$ cat config.mk
export PLATFORM = sky130hd
export DESIGN_NAME = hdmiin_align_ctrl
export DESIGN_NICKNAME = d
export VERILOG_FILES = /design/src/rtl/hdmiin_align_ctrl.sv
export SDC_FILE = /design/constraint.sdc
export NUM_CORES = 1
export LEC_CHECK = 0
export CAP_MARGIN = 40
export CORE_UTILIZATION = 28
export CTS_BUF_LIST = sky130_fd_sc_hd__clkbuf_4 sky130_fd_sc_hd__clkbuf_8 sky130_fd_sc_hd__clkbuf_16
export CTS_CLUSTER_DIAMETER = 200
export DETAILED_ROUTE_END_ITERATION = 6
export PLACE_DENSITY_LB_ADDON = 0.08
export SYNTH_ARGS = -nofsm -noshare
export SYNTH_HDL_FRONTEND = slang
export SYNTH_SLANG_ARGS = --single-unit
$ cat constraint.sdc
create_clock -name i_clk -period 6.4 [get_ports i_clk]
set_input_delay 0.64 -clock i_clk [delete_from_list [all_inputs] [get_ports i_clk]]
set_output_delay 0.64 -clock i_clk [all_outputs]
set_load 0.02 [all_outputs]
$ cat src/rtl/hdmiin_align_ctrl.sv
// HDMI input alignment controller: sweeps IDELAY taps per word shift and locks at the centre of the first widest token eye.
// Optional macro HDMIIN_ALIGN_TRACK_EN keeps monitoring tokens while locked and recalibrates after two empty windows.
`timescale 1ns/1ps

module hdmiin_align_ctrl #(
  parameter int LGDWELL    = 12,
  parameter int MIN_TOKENS = 8,
  parameter int MIN_EYE    = 4,
  parameter int LGSETTLE   = 4
) (
  input  logic       i_clk,
  input  logic       i_reset,
  input  logic       i_restart,
  input  logic [9:0] i_word,
  output logic [4:0] o_delay,
  output logic [3:0] o_shift,
  output logic [9:0] o_word,
  output logic       o_locked
);

  typedef enum logic [2:0] {SETTLE, MEASURE, EVAL, APPLY, LOCKED} state_t;

  localparam int CNT_W = (LGDWELL > LGSETTLE) ? LGDWELL : LGSETTLE;
  localparam logic [CNT_W-1:0] SETTLE_LAST = CNT_W'((1 << LGSETTLE) - 1);
  localparam logic [CNT_W-1:0] DWELL_LAST  = CNT_W'((1 << LGDWELL) - 1);
  localparam int TOK_W = $clog2(MIN_TOKENS + 1);
  localparam logic [TOK_W-1:0] TOK_MIN = TOK_W'(MIN_TOKENS);
  localparam logic [5:0] EYE_MIN = 6'(MIN_EYE);

  state_t           state_q, state_d;
  logic [CNT_W-1:0] cnt_q, cnt_d;
  logic [TOK_W-1:0] tok_q, tok_d, tok_next;
  logic [4:0]       delay_d, run_start_q, run_start_d, best_start_q, best_start_d;
  logic [5:0]       run_len_q, run_len_d, best_len_q, best_len_d;
  logic [3:0]       shift_d;
  logic             locked_d, restart, is_token, pass;
  logic [9:0]       prev_word;
  logic [24:0]      concat;
`ifdef HDMIIN_ALIGN_TRACK_EN
  logic             miss_q, miss_d;
`endif

  // Zero padding keeps every shift 0..15 inside the vector.
  assign concat = {5'd0, i_word, prev_word};

  always_ff @(posedge i_clk) begin
    if (i_reset) begin
      prev_word <= '0;
      o_word    <= '0;
    end else begin
      // NOTE: registers take non-blocking assignments so every flop samples pre-edge values.
      prev_word <= i_word;
      o_word    <= concat[o_shift +: 10];
    end
  end

  assign is_token = (o_word == 10'h354) || (o_word == 10'h0ab) ||
                    (o_word == 10'h154) || (o_word == 10'h2ab);
  assign tok_next = (is_token && tok_q != TOK_MIN) ? tok_q + 1'b1 : tok_q;
  assign pass     = (tok_q >= TOK_MIN);

  always_comb begin
    // NOTE: every value written here gets a default first, so no latch is inferred.
    state_d      = state_q;
    cnt_d        = cnt_q;
    tok_d        = tok_q;
    delay_d      = o_delay;
    shift_d      = o_shift;
    locked_d     = o_locked;
    run_start_d  = run_start_q;
    run_len_d    = run_len_q;
    best_start_d = best_start_q;
    best_len_d   = best_len_q;
    restart      = i_restart;
`ifdef HDMIIN_ALIGN_TRACK_EN
    miss_d       = miss_q;
`endif
    case (state_q)
      SETTLE: begin
        tok_d = '0;
        cnt_d = cnt_q + 1'b1;
        if (cnt_q == SETTLE_LAST) begin
          cnt_d   = '0;
          state_d = MEASURE;
        end
      end
      MEASURE: begin
        tok_d = tok_next;
        cnt_d = cnt_q + 1'b1;
        if (cnt_q == DWELL_LAST) begin
          cnt_d   = '0;
          state_d = EVAL;
        end
      end
      EVAL: begin
        // Strictly-greater comparison keeps the first run of maximal length.
        if (pass) begin
          if (run_len_q == '0) run_start_d = o_delay;
          run_len_d = run_len_q + 1'b1;
          if (run_len_d > best_len_q) begin
            best_start_d = run_start_d;
            best_len_d   = run_len_d;
          end
        end else begin
          run_len_d = '0;
        end
        if (o_delay != 5'd31) begin
          delay_d = o_delay + 1'b1;
          state_d = SETTLE;
        end else if (best_len_d >= EYE_MIN) begin
          delay_d = best_start_d + best_len_d[5:1];
          state_d = APPLY;
        end else begin
          delay_d      = '0;
          shift_d      = (o_shift == 4'd9) ? 4'd0 : o_shift + 1'b1;
          run_start_d  = '0;
          run_len_d    = '0;
          best_start_d = '0;
          best_len_d   = '0;
          state_d      = SETTLE;
        end
      end
      APPLY: begin
        tok_d = '0;
        cnt_d = cnt_q + 1'b1;
        if (cnt_q == SETTLE_LAST) begin
          cnt_d    = '0;
          locked_d = 1'b1;
          state_d  = LOCKED;
        end
      end
      LOCKED: begin
`ifdef HDMIIN_ALIGN_TRACK_EN
        cnt_d = cnt_q + 1'b1;
        tok_d = tok_next;
        if (cnt_q == DWELL_LAST) begin
          cnt_d = '0;
          tok_d = '0;
          if (tok_next < TOK_MIN) begin
            if (miss_q) restart = 1'b1;
            else        miss_d  = 1'b1;
          end else begin
            miss_d = 1'b0;
          end
        end
`endif
      end
      default: state_d = SETTLE;
    endcase

    // Restart keeps the word shift so recalibration resumes from the last alignment.
    if (restart) begin
      state_d      = SETTLE;
      cnt_d        = '0;
      tok_d        = '0;
      delay_d      = '0;
      locked_d     = 1'b0;
      run_start_d  = '0;
      run_len_d    = '0;
      best_start_d = '0;
      best_len_d   = '0;
`ifdef HDMIIN_ALIGN_TRACK_EN
      miss_d       = 1'b0;
`endif
    end
  end

  always_ff @(posedge i_clk) begin
    if (i_reset) begin
      state_q      <= SETTLE;
      cnt_q        <= '0;
      tok_q        <= '0;
      o_delay      <= '0;
      o_shift      <= '0;
      o_locked     <= 1'b0;
      run_start_q  <= '0;
      run_len_q    <= '0;
      best_start_q <= '0;
      best_len_q   <= '0;
`ifdef HDMIIN_ALIGN_TRACK_EN
      miss_q       <= 1'b0;
`endif
    end else begin
      state_q      <= state_d;
      cnt_q        <= cnt_d;
      tok_q        <= tok_d;
      o_delay      <= delay_d;
      o_shift      <= shift_d;
      o_locked     <= locked_d;
      run_start_q  <= run_start_d;
      run_len_q    <= run_len_d;
      best_start_q <= best_start_d;
      best_len_q   <= best_len_d;
`ifdef HDMIIN_ALIGN_TRACK_EN
      miss_q       <= miss_d;
`endif
    end
  end

endmodule

==> flow_summary.json <==
{
  "status": "completed",
  "routed_wirelength_mm": 10.8,
  "r2r_start": "run_len_q[0]$_SDFFE_PP0N_",
  "numCtsBuffers": 9,
  "crit_type": "flip-flop to flip-flop",
  "worstPathArrival_ns": 4.47,
  "wl_per_cell_um": 15.2,
  "antenna_found_initial": 0,
  "drc": 0,
  "async_flop_share": 0,
  "die_h_um": 124,
  "clockRootBuffer": "clkbuf_16",
  "hold_buffers": 0,
  "rrSetupSlack_ns": 2.20,
  "critPathMaxFanout": 13,
  "hpwl_mm": 7.87,
  "synth_compound_area_frac": 0.164,
  "pwr-share-seq": 0.430,
  "period_minus_slack_ns": 4.20,
  "path_buf_inv": 2,
  "cp-endpoint": "o_delay[3]$_SDFFE_PP0N_",
  "num-fill-cells": 1579,
  "p_int_uw": 831,
  "postSynthAreaPerCell_um2": 8.28,
  "crit_family": "compound AO/OA/AOI/OAI gates",
  "synthMuxAreaShare": 0.0997,
  "synth_simple_gate_area_share": 0.241,
  "clkPwrFrac": 0.519,
  "grt.overflow.total": 0,
  "yosysWarningCount": 0,
  "worst-path-stages": 17,
  "relSlewSlack": 0.405,
  "stdcell_area_um2": 4950,
  "pre_cts_ws_ns": 2.26,
  "synth_seq_cells": 71,
  "fin_skew_ns": 0.00595,
  "core.rowCount": 44,
  "power_density_nw_per_um2": 213,
  "place_area_um2": 4630,
  "regArea_um2": 1420,
  "tightest_slew_ns": 0.892,
  "crit_path_frequent_cell": "ha_1",
  "cts_tree": "yes",
  "grt_pass1_vias": 3519,
  "syn_area_um2": 4180,
  "synth.distinct_cells": 59,
  "swShare": 0.211,
  "rsz0062_at_grt": "no",
  "pin_count": 33,
  "finalCritPeriodShare": 0.656,
  "syn_inst": 505,
  "setup-tns-final_ns": 0,
  "syn_to_final_growth_pct": 18.5,
  "drtPass1Iterations": 4,
  "switchingPower_uw": 222,
  "synthFlopType": "dfxtp_1",
  "path_clk_slew_ns": 0.06,
  "dr.first_iter.drc_count": 199,
  "synth-xor-area-share": 0.0506,
  "slew_violations": 0,
  "die-width_um": 124,
  "dieArea_um2": 15400,
  "syn-num-nets": 536,
  "clock_latency_ns": 0.34,
  "start_kind": "flip-flop",
  "multi_input_area_um2": 2550,
  "synth_top_family_by_area": "simple AND/OR/NAND/NOR gates",
  "max-vdd-ir-drop_v": 0.000101,
  "max_stage_delay_ns": 0.64,
  "vias_per_cell": 4.95,
  "rr_worst_depth": 17,
  "drive_gt1_frac": 0.0743,
  "groute.usage.overall": 0.153,
  "nets": 553,
  "cts_setup_buffers": 0,
  "setup_viol": 0,
  "gp_congestion": 0.785,
  "combPwrFrac": 0.051,
  "port_buffers": 32,
  "via_count": 3509,
  "final-hold-violation-count": 0,
  "core_area_um2": 14500,
  "drtAntennaViolNets": 0,
  "synth_fa_ha_area_frac": 0.0557,
  "fin_ws_ns": 2.20,
  "crit_required_ns": 6.67,
  "initial_core_util": 0.288,
  "cts_max_path_buffers": 2,
  "leakagePower_uw": 0.00181,
  "cts_sinks": 71,
  "finalPower_uw": 1050,
  "fmax_mhz": 238,
  "synth_edf_count": 0,
  "reg2reg_to": "o_delay[3]$_SDFFE_PP0N_",
  "yosysSeqAreaShare": 0.340,
  "worstSetupStartpoint": "run_len_q[0]$_SDFFE_PP0N_",
  "cts_max_level": 3,
  "slowest_stage": "a31oi_1",
  "crit_path_cell_trace": "ha_1 > nand3_1 > xor2_1 > inv_1 > ha_1 > nand4_1 > o21bai_1 > a31oi_1 > buf_4 > nor2_1 > a21oi_1 > ha_1 > a21o_1 > a21oi_1 > xnor2_1 > a31oi_1 > nor2_1",
  "cap_violations": 0,
  "post_cts_resized": 0,
  "fin_util": 0.341,
  "grt_first_pass_wirelength_mm": 17.6,
  "grt_start_max_net_pins": 32,
  "hold_path.class": "flip-flop to flip-flop",
  "endpoint_kind": "flip-flop",
  "diodes": 0
}
[synth_stat cells, types with 5 or more instances]
cell type  number  share of area
a31oi_1         5         0.0075
nor2b_1        22          0.033
o21ai_0        19          0.023
clkbuf_1       18          0.016
nand2_1        31          0.028
mux2i_1        27          0.065
nor2_1         64          0.057
inv_1          18          0.016
mux2_2          5          0.013
xor2_1          7          0.015
ha_1           17          0.051
o21ai_1         5         0.0060
nor3b_1         5         0.0090
nand4_1         9          0.013
dfxtp_1        71           0.34
a21oi_1        49          0.059
nor3_1          9          0.011
and3_1          7          0.010
buf_2           8         0.0096
nand3_1        17          0.020
xnor2_1        14          0.029
a211oi_1       14          0.025
[layer usage]
metal | global-route usage | share of wire | up-vias
met5 | 0 | 0 | -
met4 | 0.0647 | 0.018 | 0
met3 | 0.0371 | 0.028 | 11
met2 | 0.254 | 0.48 | 41
met1 | 0.186 | 0.48 | 1638
li1 | - | - | 1819
[how the worst min path moves through the flow]
stage,start,to,depth (start not counted)
6_report,best_start_q[2]$_SDFFE_PP0N_,best_start_q[2]$_SDFFE_PP0N_,2
5_1_grt,best_start_q[2]$_SDFFE_PP0N_,best_start_q[2]$_SDFFE_PP0N_,2
4_1_cts,best_start_q[2]$_SDFFE_PP0N_,best_start_q[2]$_SDFFE_PP0N_,2
3_5_place_dp,best_start_q[2]$_SDFFE_PP0N_,best_start_q[2]$_SDFFE_PP0N_,2
3_3_place_gp,best_len_q[1]$_SDFFE_PP0N_,best_len_q[1]$_SDFFE_PP0N_,2
2_1_floorplan,best_len_q[1]$_SDFFE_PP0N_,best_len_q[1]$_SDFFE_PP0N_,2
[power by group through the flow]
| stage | sequential [uW] | clock, uW | combinational [uW] |
|---|---|---|---|
| finish | 453 | 547 | 53.7 |
| global route | 454 | 582 | 59.4 |
| CTS | 453 | 566 | 54.9 |
| detailed placement | 463 | 0 | 54.7 |
| global placement | 463 | 0 | 55.2 |
| floorplan | 465 | 0 | 26.4 |
[state kept, by name, summed over array words and instances, names as in the netlist, 5 cells and up]
name          count
o_word           10
prev_word        10
run_len_q         6
best_len_q        6
best_start_q      5
o_delay           5
run_start_q       5
cnt_q            12
[cell families after synthesis]
group                    Yosys count
multiplexers                      36
adder cells (fa/ha/maj)           18
flip-flops                        71
AO/OA/AOI/OAI                    112
AND/OR/NAND/NOR                  196
buffers and inverters             50
XOR/XNOR                          22
[metrics by stage]
| stage | hold WS (ns) | instances |
|---|---|---|
| floorplan | 0.432 | 505 |
| global placement | 0.445 | 695 |
| detailed placement | 0.445 | 695 |
| CTS | 0.453 | 709 |
| global route | 0.462 | 709 |
| finish | 0.451 | 709 |
[layout by cell type, fill, tap and decap left out, drive strengths merged, types with 4 or more instances in the layout]
cell type      instances
nor4                   4
a211oi                14
nand2                 32
nand4                 10
and3                   7
a31oi                  5
mux4                   4
o21ai                 25
nor3                   9
nand2b                 4
clkdlybuf4s50         32
buf                    5
dfxtp                 71
a21oi                 50
nor2b                 22
clkbuf                11
nand3                 18
nor2                  65
and2                   4
mux2                   5
ha                    17
inv                   18
nor3b                  5
xor2                   7
xnor2                 15
mux2i                 27
[area by class of cell]
type,instances,area share
Timing Repair Buffer,37,0.0722
Clock inverter,3,0.0136
Multi-Input combinational cell,384,0.515
Tap cell,184,0.0465
Sequential cell,71,0.287
Inverter,19,0.0144
Clock buffer,11,0.0510
[tightest hold or removal path, delay by kind of cell, from the launching register on]
| family | cells | cell delay, ns |
|---|---|---|
| flip-flops | 1 | 0.31 |
| AND/OR/NAND/NOR | 1 | 0.05 |
| AO/OA/AOI/OAI | 1 | 0.05 |
No activity file was read; power rests on OpenSTA's default activity.
